`src/rtl/mips_trace_pkg.sv`:
```
// Shared definitions for the PC trace buffer.
//   trace_state_e : capture FSM encoding (IDLE, WAIT_TRIG, RUN, STOP)
//   HALT_INSTR    : syscall-halt instruction word that ends a capture run
//   trace_entry_t : one FIFO record {pc, instr, seq}
package mips_trace_pkg;

  typedef enum logic [1:0] {
    IDLE      = 2'd0,
    WAIT_TRIG = 2'd1,
    RUN       = 2'd2,
    STOP      = 2'd3
  } trace_state_e;

  localparam logic [31:0] HALT_INSTR = 32'h0000_000C;

  typedef struct packed {
    logic [31:0] pc;
    logic [31:0] instr;
    logic [15:0] seq;
  } trace_entry_t;

  localparam int ENTRY_W = $bits(trace_entry_t);

endpackage

```
`src/rtl/trace_fifo.sv`:
```
// First-word-fall-through FIFO with synchronous flush.
//   clk, rst    : clock, asynchronous active-low reset
//   flush       : empties the FIFO; dominates push/pop in the same cycle
//   push, wdata : write request; accepted when not full, or when full and
//                 a pop happens in the same cycle
//   pop         : read request; ignored while empty
//   rdata       : head entry (all zeros while empty)
//   valid       : FIFO non-empty
//   full        : FIFO holds DEPTH entries
//   count       : occupancy, 0..DEPTH
module trace_fifo #(
  parameter int WIDTH = 80,
  parameter int DEPTH = 16
) (
  input  logic                     clk,
  input  logic                     rst,
  input  logic                     flush,
  input  logic                     push,
  input  logic [WIDTH-1:0]         wdata,
  input  logic                     pop,
  output logic [WIDTH-1:0]         rdata,
  output logic                     valid,
  output logic                     full,
  output logic [$clog2(DEPTH):0]   count
);

  localparam int AW = $clog2(DEPTH);

  // Pointers carry one extra MSB: equal pointers mean empty, pointers that
  // differ only in the MSB mean full.
  logic [AW:0]      wr_ptr;
  logic [AW:0]      rd_ptr;
  logic [WIDTH-1:0] mem [DEPTH];
  logic             empty;
  logic             do_push;
  logic             do_pop;

  assign empty   = (wr_ptr == rd_ptr);
  assign full    = (wr_ptr[AW] != rd_ptr[AW]) && (wr_ptr[AW-1:0] == rd_ptr[AW-1:0]);
  assign do_pop  = pop && !empty;
  assign do_push = push && (!full || do_pop);

  assign valid = !empty;
  assign count = wr_ptr - rd_ptr;
  // Gating the head with empty gives all-zero outputs after reset without
  // having to reset the storage array.
  assign rdata = empty ? '0 : mem[rd_ptr[AW-1:0]];

  // NOTE: sequential state is updated with non-blocking assignments so every
  // register samples its inputs from before the clock edge.
  always_ff @(posedge clk or negedge rst) begin
    if (!rst) begin
      wr_ptr <= '0;
      rd_ptr <= '0;
    end else if (flush) begin
      wr_ptr <= '0;
      rd_ptr <= '0;
    end else begin
      if (do_push) wr_ptr <= wr_ptr + 1'b1;
      if (do_pop)  rd_ptr <= rd_ptr + 1'b1;
    end
  end

  // NOTE: the storage array has no reset; pointers alone decide which
  // entries are meaningful, and an unreset array maps onto plain RAM.
  always_ff @(posedge clk) begin
    if (do_push && !flush) mem[wr_ptr[AW-1:0]] <= wdata;
  end

endmodule

```
`src/rtl/pc_trace_buffer.sv`:
```
// Retired-instruction trace buffer. Once armed (trace_en) it waits for a
// retire at trig_pc, then records {pc, instr, seq} of every retire into a
// FWFT FIFO until a syscall-halt is captured (or, with STOP_ON_FULL, until
// the first drop). Entries that do not fit are dropped and counted.
//   clk, rst                       : clock, asynchronous active-low reset
//   trace_en                       : arm capture; low forces IDLE
//   trig_pc                        : PC that starts capture
//   clear                          : synchronous flush of FIFO, seq, flags
//   cap_valid, cap_pc, cap_instr   : retire port
//   out_valid, out_ready           : head handshake
//   out_pc, out_instr, out_seq     : head entry
//   count                          : FIFO occupancy
//   overflow                       : sticky, an entry was dropped
//   drop_cnt                       : dropped entries, saturating
//   state                          : current FSM state
module pc_trace_buffer
  import mips_trace_pkg::*;
#(
  parameter int DEPTH        = 16,
  parameter bit STOP_ON_FULL = 1'b0
) (
  input  logic                   clk,
  input  logic                   rst,
  input  logic                   trace_en,
  input  logic [31:0]            trig_pc,
  input  logic                   clear,
  input  logic                   cap_valid,
  input  logic [31:0]            cap_pc,
  input  logic [31:0]            cap_instr,
  output logic                   out_valid,
  input  logic                   out_ready,
  output logic [31:0]            out_pc,
  output logic [31:0]            out_instr,
  output logic [15:0]            out_seq,
  output logic [$clog2(DEPTH):0] count,
  output logic                   overflow,
  output logic [15:0]            drop_cnt,
  output logic [1:0]             state
);

  trace_state_e cur_state;
  trace_state_e nxt_state;
  trace_entry_t wr_entry;
  trace_entry_t rd_entry;
  logic [15:0]  seq;
  logic         capture;
  logic         pop;
  logic         fifo_full;
  logic         drop;
  logic         is_halt;

  // A retire is eligible in RUN, and in WAIT_TRIG when it is the trigger
  // itself. Clear and a disarm in the same cycle suppress it.
  assign capture = trace_en && !clear && cap_valid &&
                   ((cur_state == RUN) ||
                    ((cur_state == WAIT_TRIG) && (cap_pc == trig_pc)));
  assign pop      = out_valid && out_ready;
  // A simultaneous pop frees the slot, so only full-without-pop drops.
  assign drop     = capture && fifo_full && !pop;
  assign is_halt  = (cap_instr == HALT_INSTR);
  assign wr_entry = '{pc: cap_pc, instr: cap_instr, seq: seq};

  trace_fifo #(
    .WIDTH (ENTRY_W),
    .DEPTH (DEPTH)
  ) u_fifo (
    .clk   (clk),
    .rst   (rst),
    .flush (clear),
    .push  (capture),
    .wdata (wr_entry),
    .pop   (out_ready),
    .rdata (rd_entry),
    .valid (out_valid),
    .full  (fifo_full),
    .count (count)
  );

  assign out_pc    = rd_entry.pc;
  assign out_instr = rd_entry.instr;
  assign out_seq   = rd_entry.seq;
  assign state     = cur_state;

  // NOTE: every signal driven in an always_comb gets a default first so no
  // path leaves it unassigned, which would infer a latch.
  always_comb begin
    nxt_state = cur_state;
    case (cur_state)
      IDLE:      nxt_state = WAIT_TRIG;
      WAIT_TRIG: if (capture) nxt_state = RUN;
      default:   nxt_state = cur_state;
    endcase
    if (capture && (is_halt || (STOP_ON_FULL && drop))) nxt_state = STOP;
    // Disarm and clear override everything, including the STOP hold.
    if (clear || !trace_en) nxt_state = IDLE;
  end

  always_ff @(posedge clk or negedge rst) begin
    if (!rst) cur_state <= IDLE;
    else      cur_state <= nxt_state;
  end

  always_ff @(posedge clk or negedge rst) begin
    if (!rst) begin
      seq      <= '0;
      overflow <= 1'b0;
      drop_cnt <= '0;
    end else if (clear) begin
      seq      <= '0;
      overflow <= 1'b0;
      drop_cnt <= '0;
    end else begin
      // Sequence numbers advance for dropped entries too, so gaps in the
      // drained stream show exactly where data was lost.
      if (capture) seq <= seq + 16'd1;
      if (drop) begin
        overflow <= 1'b1;
        if (drop_cnt != 16'hFFFF) drop_cnt <= drop_cnt + 16'd1;
      end
    end
  end

endmodule

```
`config.mk`:
```
export PLATFORM = sky130hd
export DESIGN_NAME = pc_trace_buffer
export DESIGN_NICKNAME = d
export VERILOG_FILES = /design/src/rtl/mips_trace_pkg.sv /design/src/rtl/trace_fifo.sv /design/src/rtl/pc_trace_buffer.sv
export SDC_FILE = /design/constraint.sdc
export NUM_CORES = 1
export LEC_CHECK = 0
export CORE_MARGIN = 2
export CORE_UTILIZATION = 40
export DETAILED_ROUTE_END_ITERATION = 16
export PLACE_DENSITY = 0.66
export SLEW_MARGIN = 15
export SYNTH_ARGS = -nofsm -noshare
export SYNTH_HDL_FRONTEND = slang
export SYNTH_SLANG_ARGS = --single-unit
```
`constraint.sdc`:
```
create_clock -name clk -period 15.4 [get_ports clk]
set_input_delay 3.08 -clock clk [delete_from_list [all_inputs] [get_ports clk]]
set_output_delay 3.08 -clock clk [all_outputs]
set_load 0.01 [all_outputs]
```
==> results of run 1 <==
[cells by family (layout without fill, tap and decap cells)]
kind of cell / after synthesis / after routing
fa+ha+maj: 12 / 12
mux: 403 / 403
simple gates: 237 / 237
buf+inv: 137 / 511
compound gates: 61 / 61
other cells: 0 / 2
xor+xnor: 54 / 54
flops: 1325 / 1325
[cell type report]
class / count / area share
timing repair buffer: 245 / 0.0396
sequential: 1325 / 0.661
antenna: 2 / 0.0000836
multi-input combinational: 767 / 0.192
clock buffer: 174 / 0.0617
inverter: 27 / 0.00178
clock inverter: 65 / 0.00895
tap: 1662 / 0.0347
[sequential cells by signal, summed over array words and instances (netlist names)]
signal         flops
overflow           1
u_fifo.rd_ptr      5
state              2
u_fifo.wr_ptr      5
drop_cnt          16
seq               16
u_fifo.mem      1280
[power by group through the flow]
stage / Sequential, mW / Clock [mW] / Combinational, mW
detailed placement: 4.02 / 0 / 0.0903
finish: 3.94 / 3.12 / 0.0893
CTS: 3.94 / 3.19 / 0.0904
floorplan: 4.02 / 0 / 0.0106
global placement: 4.01 / 0 / 0.0856
global route: 3.94 / 3.33 / 0.0968
[tightest hold or removal path: cells and delay by family (launching register included)]
kind	cells	cell delay, ns
AND/OR/NAND/NOR	1	0.08
flip-flops	1	0.37
XOR/XNOR	1	0.08
[layer usage]
metal / up-vias / part of all wire
li1: 9965 / -
met1: 12872 / 0.42
met2: 798 / 0.50
met3: 162 / 0.063
met4: 8 / 0.021
met5: - / 0.00045
[Yosys cell counts (11+ instances only)]
library cell	count
inv_1	26
nand3_1	13
clkbuf_1	74
o21ai_0	19
nor2_1	36
ha_1	11
mux4_2	400
nand2_1	24
and3_1	16
a21oi_1	18
buf_2	29
xnor2_1	50
nand4_1	18
and2_1	86
dfrtp_1	45
edfxtp_1	1280
[worst min-delay path by stage]
| stage | cells past startpoint | endpoint |
|---|---|---|
| 4_1_cts | 2 | u_fifo.rd_ptr[4] |
| 3_5_place_dp | 2 | u_fifo.rd_ptr[4] |
| 3_3_place_gp | 2 | u_fifo.rd_ptr[4] |
| 6_report | 2 | u_fifo.rd_ptr[4] |
| 2_1_floorplan | 2 | u_fifo.rd_ptr[4] |
| 5_1_grt | 2 | overflow |
[metrics by stage]
| stage | utilization | setup WS, ns | area, µm² | std cells |
|---|---|---|---|---|
| floorplan | - | 4.97 | 51500 | 2229 |
| global placement | 0.435 | 5.81 | 55600 | 4026 |
| detailed placement | 0.436 | 6.20 | 55600 | 4026 |
| CTS | 0.469 | 6.42 | 59800 | 4265 |
| global route | 0.469 | 6.24 | 59800 | 4265 |
| finish | 0.469 | 6.76 | 59900 | 4267 |
==> results.ini, run 1 <==
[critical_path]
critPathKind = flip-flop to output port
path_cells = buf_4 -> buf_4 -> mux4_2 -> mux4_2 -> and2_1 -> clkdlybuf4s50_1
cp.required_ns = 12.32
worst_r2r_endpoint = u_fifo.mem[3][17]
path_buf_inv = 3
reg2reg_slack_ns = 10.46
crit_slowest_cell = dfrtp_4
worstPathArrival_ns = 5.56
crit_path_end_kind = output port
reg2reg_from = state[1]
cp.depth = 6
crit_start = u_fifo.rd_ptr[0]
worstSetupEndpoint = out_instr[20]
startpoint_type = flip-flop
path_delay_family = buffers and inverters
worstRegToRegCells = 9
critical_path.max_stage_delay_ns = 0.99
worstPathMaxFanout = 51

[synth]
synthMuxAreaShare = 0.176
synthXorXnorAreaFrac = 0.00918
yosys-top-cells-area = edfxtp_1 75%, mux4_2 17%, dfrtp_1 2.2%
ys_dominant_reg_cell = edfxtp_1
synth-compound-area-share = 0.00741
yosys_warnings = 0
synthAdderAreaFrac = 0.00306
synthSimpleGateAreaFrac = 0.0259
synth_area_per_cell_um2 = 23.1
seq_area_frac_synth = 0.768
ys_ff_latch = 1325
synth_edf_count = 1280
synth_async_sr_flop_share = 0.0340
yosys.area.top_type = edfxtp_1
synth_cells = 2229
synth.top_cell.area_share = 0.746
yosysUniqueCellTypes = 47
synthesis.area_mm2 = 0.0515
synth_nets = 2343
synth_top_family_by_area = multiplexers

[global_routing]
grt_pass1_wl_mm = 169
grt_pass1_vias = 25147
use_met3 = 0.0341
top_usage_layer = met2
met2_usage = 0.288
grt-ovfl-total = 0
antenna_found_initial = 12
grt_max_degree = 160
grt_util_all_layers = 0.175
met1_usage = 0.239

[clocking]
post_cts_resized = 0
clock_sinks = 1325
cts_setup_buffers = 0
clk_path_buf_depth = 3
cts-root-buf = clkbuf_16
clkTransAtPathRegs_ns = 0.07
hold_buffers = 0
cts_tree = done
h-tree-depth = 4
cts_buffers = 136
clock_latency_ns = 0.73

[route]
antenna_left = 0
drc = 0
vias = 23805
wl_mm = 114
dr.pass1.iters = 5
viasPerCell = 5.58
avgRoutedWirePerCell_um = 26.8
drtIter0Drc = 2319

[layout]
mostFrequentLayoutCells = 1280 x edfxtp_1, 400 x mux4_2, 205 x clkdlybuf4s50_1, 143 x clkbuf_16, 86 x and2_1
drive_gt1_frac = 0.252
register_area_mm2 = 0.0396
syn_to_final_growth_pct = 16.2
layout_commonest_cell = edfxtp_1
fill_cells = 10226
fin_nets = 2616
multi_input_area_mm2 = 0.0115

[placed_design]
io_buffers = 206
gp_congestion = 0.749
hpwl_mm = 63.9

[timing]
rsz0062_at_grt = false
worst_pin_slew_ns = 1.12
tns_ns = 0
setup_viol = 0
fmax_mhz = 116
worst_slew_margin_rel = 0.253
whs_ns = 0.563
period_share = 0.561
hold_viol = 0
slew_viol_final = 0
fin_crit_ns = 8.64
skew_ns = 0.0312

[floorplan]
die_w_um = 363
fp.coreArea_mm2 = 0.128
io_pins = 207
die_h_um = 363
fp.dieArea_mm2 = 0.132
rows = 131
start_util = 0.403

[power_and_ir_drop]
internal_power_mw = 5.77
p_leak_nw = 18.6
comb_power_share = 0.012
switching_share = 0.193
p_switching_mw = 1.38
p_clk_frac = 0.437
total_power_mw = 7.15
power_density_mw_per_mm2 = 119
pwr-share-seq = 0.551
ir_drop_v = 0.000114

[flow_run]
cap_violations = 0

[status]
status = complete, no violations

[hold_path]
holdCritPathClass = flip-flop to flip-flop
hp-start = u_fifo.rd_ptr[4]

Note: power is estimated with default switching activity, not from simulation.
==> inputs of run 2 (changes only) <==
--- a/config.mk
+++ b/config.mk
@@ -8,7 +8,7 @@
 export CORE_MARGIN = 2
 export CORE_UTILIZATION = 40
 export DETAILED_ROUTE_END_ITERATION = 16
-export PLACE_DENSITY = 0.66
+export PLACE_DENSITY = 0.68
 export SLEW_MARGIN = 15
 export SYNTH_ARGS = -nofsm -noshare
 export SYNTH_HDL_FRONTEND = slang
==> constraint.sdc (replaced) <==
create_clock -name clk -period 6.9 [get_ports clk]
set_input_delay 1.38 -clock clk [delete_from_list [all_inputs] [get_ports clk]]
set_output_delay 1.38 -clock clk [all_outputs]
set_load 0.01 [all_outputs]
==> results.ini, run 2 (synthesis results as in run 1) <==
[critical_path]
crit_path_end_kind = output port
startpoint_type = flip-flop
critical_path.max_stage_delay_ns = 0.91
reg2reg_slack_ns = 3.37
path_cells = buf_12 -> mux4_2 -> mux4_2 -> and2_1 -> clkdlybuf4s50_1
critPathKind = flip-flop to output port
crit_slowest_cell = dfrtp_4
worstPathMaxFanout = 77
crit_path_frequent_cell = mux4_2
worstPathArrival_ns = 4.24
cp.required_ns = 5.52

[timing]
worst_pin_slew_ns = 1.12
skew_ns = 0.0224
rsz0062_at_grt = false
fin_crit_ns = 5.62
hold_viol = 0
setup_viol = 0
slew_viol_final = 0
fmax_mhz = 178
period_share = 0.815
worst_slew_margin_rel = 0.251
tns_ns = 0

[power_and_ir_drop]
p_leak_nw = 18.7
ir_drop_v = 0.000235
power_density_mw_per_mm2 = 263

[route]
viasPerCell = 5.61
antenna_left = 0
wl_mm = 116
drc = 0
drtIter0Drc = 2499
dr.pass1.iters = 5
avgRoutedWirePerCell_um = 27.1
vias = 23976

[clocking]
post_cts_resized = 0
cts_buffers = 131
h-tree-depth = 4
clock_latency_ns = 0.72
cts_tree = done
hold_buffers = 0
clkTransAtPathRegs_ns = 0.06
cts-root-buf = clkbuf_16
cts_setup_buffers = 0
clk_path_buf_depth = 3
clock_sinks = 1325

[global_routing]
grt_max_degree = 176
met1_usage = 0.242
grt-ovfl-total = 0
grt_pass1_vias = 25279
grt_util_all_layers = 0.176
use_met3 = 0.0414
met2_usage = 0.282
antenna_found_initial = 10
top_usage_layer = met2
grt_pass1_wl_mm = 170

[layout]
fin_cells = 4273
mostFrequentLayoutCells = 1280 x edfxtp_1, 400 x mux4_2, 205 x clkdlybuf4s50_1, 134 x clkbuf_16, 86 x and2_1
syn_to_final_growth_pct = 16.5
fin_nets = 2622
drive_gt1_frac = 0.255
post-route-util = 0.470
largest_register_ffs = 1280
layout_commonest_cell = edfxtp_1

[floorplan]
fp.dieArea_mm2 = 0.132
fp.coreArea_mm2 = 0.128
rows = 131
start_util = 0.403
io_pins = 207
die_h_um = 363
die_w_um = 363

[hold_path]
holdCritPathClass = flip-flop to flip-flop

[placed_design]
dp_cells = 4037
io_buffers = 206
gp_congestion = 0.768
hpwl_mm = 64.7

[flow_run]
cap_violations = 0

[status]
status = complete, no violations

==> run 2: cell types whose count changed in the layout (fill, tap and decap cells not counted), moves of 3 or more <==
| cell | delta |
|---|---|
| clkbuf_16 | -9 |
| buf_4 | -5 |
| clkinv_2 | +6 |
| clkinv_8 | +3 |
| buf_12 | +17 |
| clkbuf_1 | -8 |
==> run 2: final timing paths <==
| check | to | startpoint | depth (start not counted) |
|---|---|---|---|
| worst min-delay path | u_fifo.wr_ptr[4] | u_fifo.wr_ptr[4] | 2 |
| min in group asynchronous | drop_cnt[0] | rst | 1 |
| worst max-delay path | out_instr[27] | u_fifo.rd_ptr[0] | 5 |
| worst min register to register | u_fifo.wr_ptr[4] | u_fifo.wr_ptr[4] | 2 |
| max in group asynchronous | u_fifo.rd_ptr[2] | rst | 1 |
| worst max register to register | u_fifo.mem[4][53] | u_fifo.rd_ptr[0] | 7 |
==> run 2: through the flow <==
stage / hold WS [ns] / instance area [µm²] / setup WS [ns] / power [mW]
CTS: 0.580 / 60000 / 1.13 / 15.9
floorplan: 0.525 / 51500 / 0.620 / 8.99
global placement: 0.549 / 55900 / 1.10 / 9.15
finish: 0.584 / 60000 / 1.28 / 15.8
detailed placement: 0.566 / 55900 / 1.11 / 9.16
global route: 0.623 / 60000 / 1.05 / 16.2
==> run 2: cell type report <==
class                           count  area [µm²]
Antenna cell                        3        7.51
Clock buffer                      157        3440
Clock inverter                     76         651
Fill cell                       10075       67700
Inverter                           27         106
Multi-Input combinational cell    767       11500
Sequential cell                  1325       39600
Tap cell                         1662        2080
Timing Repair Buffer              256        2660
==> run 2: power by group <==
part	leakage, nW	internal (mW)	total [mW]	switching, mW
Combinational	4.03	0.0659	0.196	0.130
Clock	1.99	3.87	6.80	2.93
Sequential	12.7	8.79	8.79	0.000615
==> run 2: worst max-delay path, delay by kind of cell (launching register included) <==
family | cells | cell delay (ns)
buf+inv | 2 | 1.06
flops | 1 | 0.91
mux | 2 | 1.19
simple gates | 1 | 0.20
==> run 2: metal layers <==
layer | share of wire | wire length (µm) | vias to the layer above
met5 | 0.00066 | 76 | -
met4 | 0.023 | 2620 | 12
met3 | 0.074 | 8600 | 165
met2 | 0.49 | 56400 | 943
met1 | 0.41 | 48000 | 12868
li1 | - | - | 9988
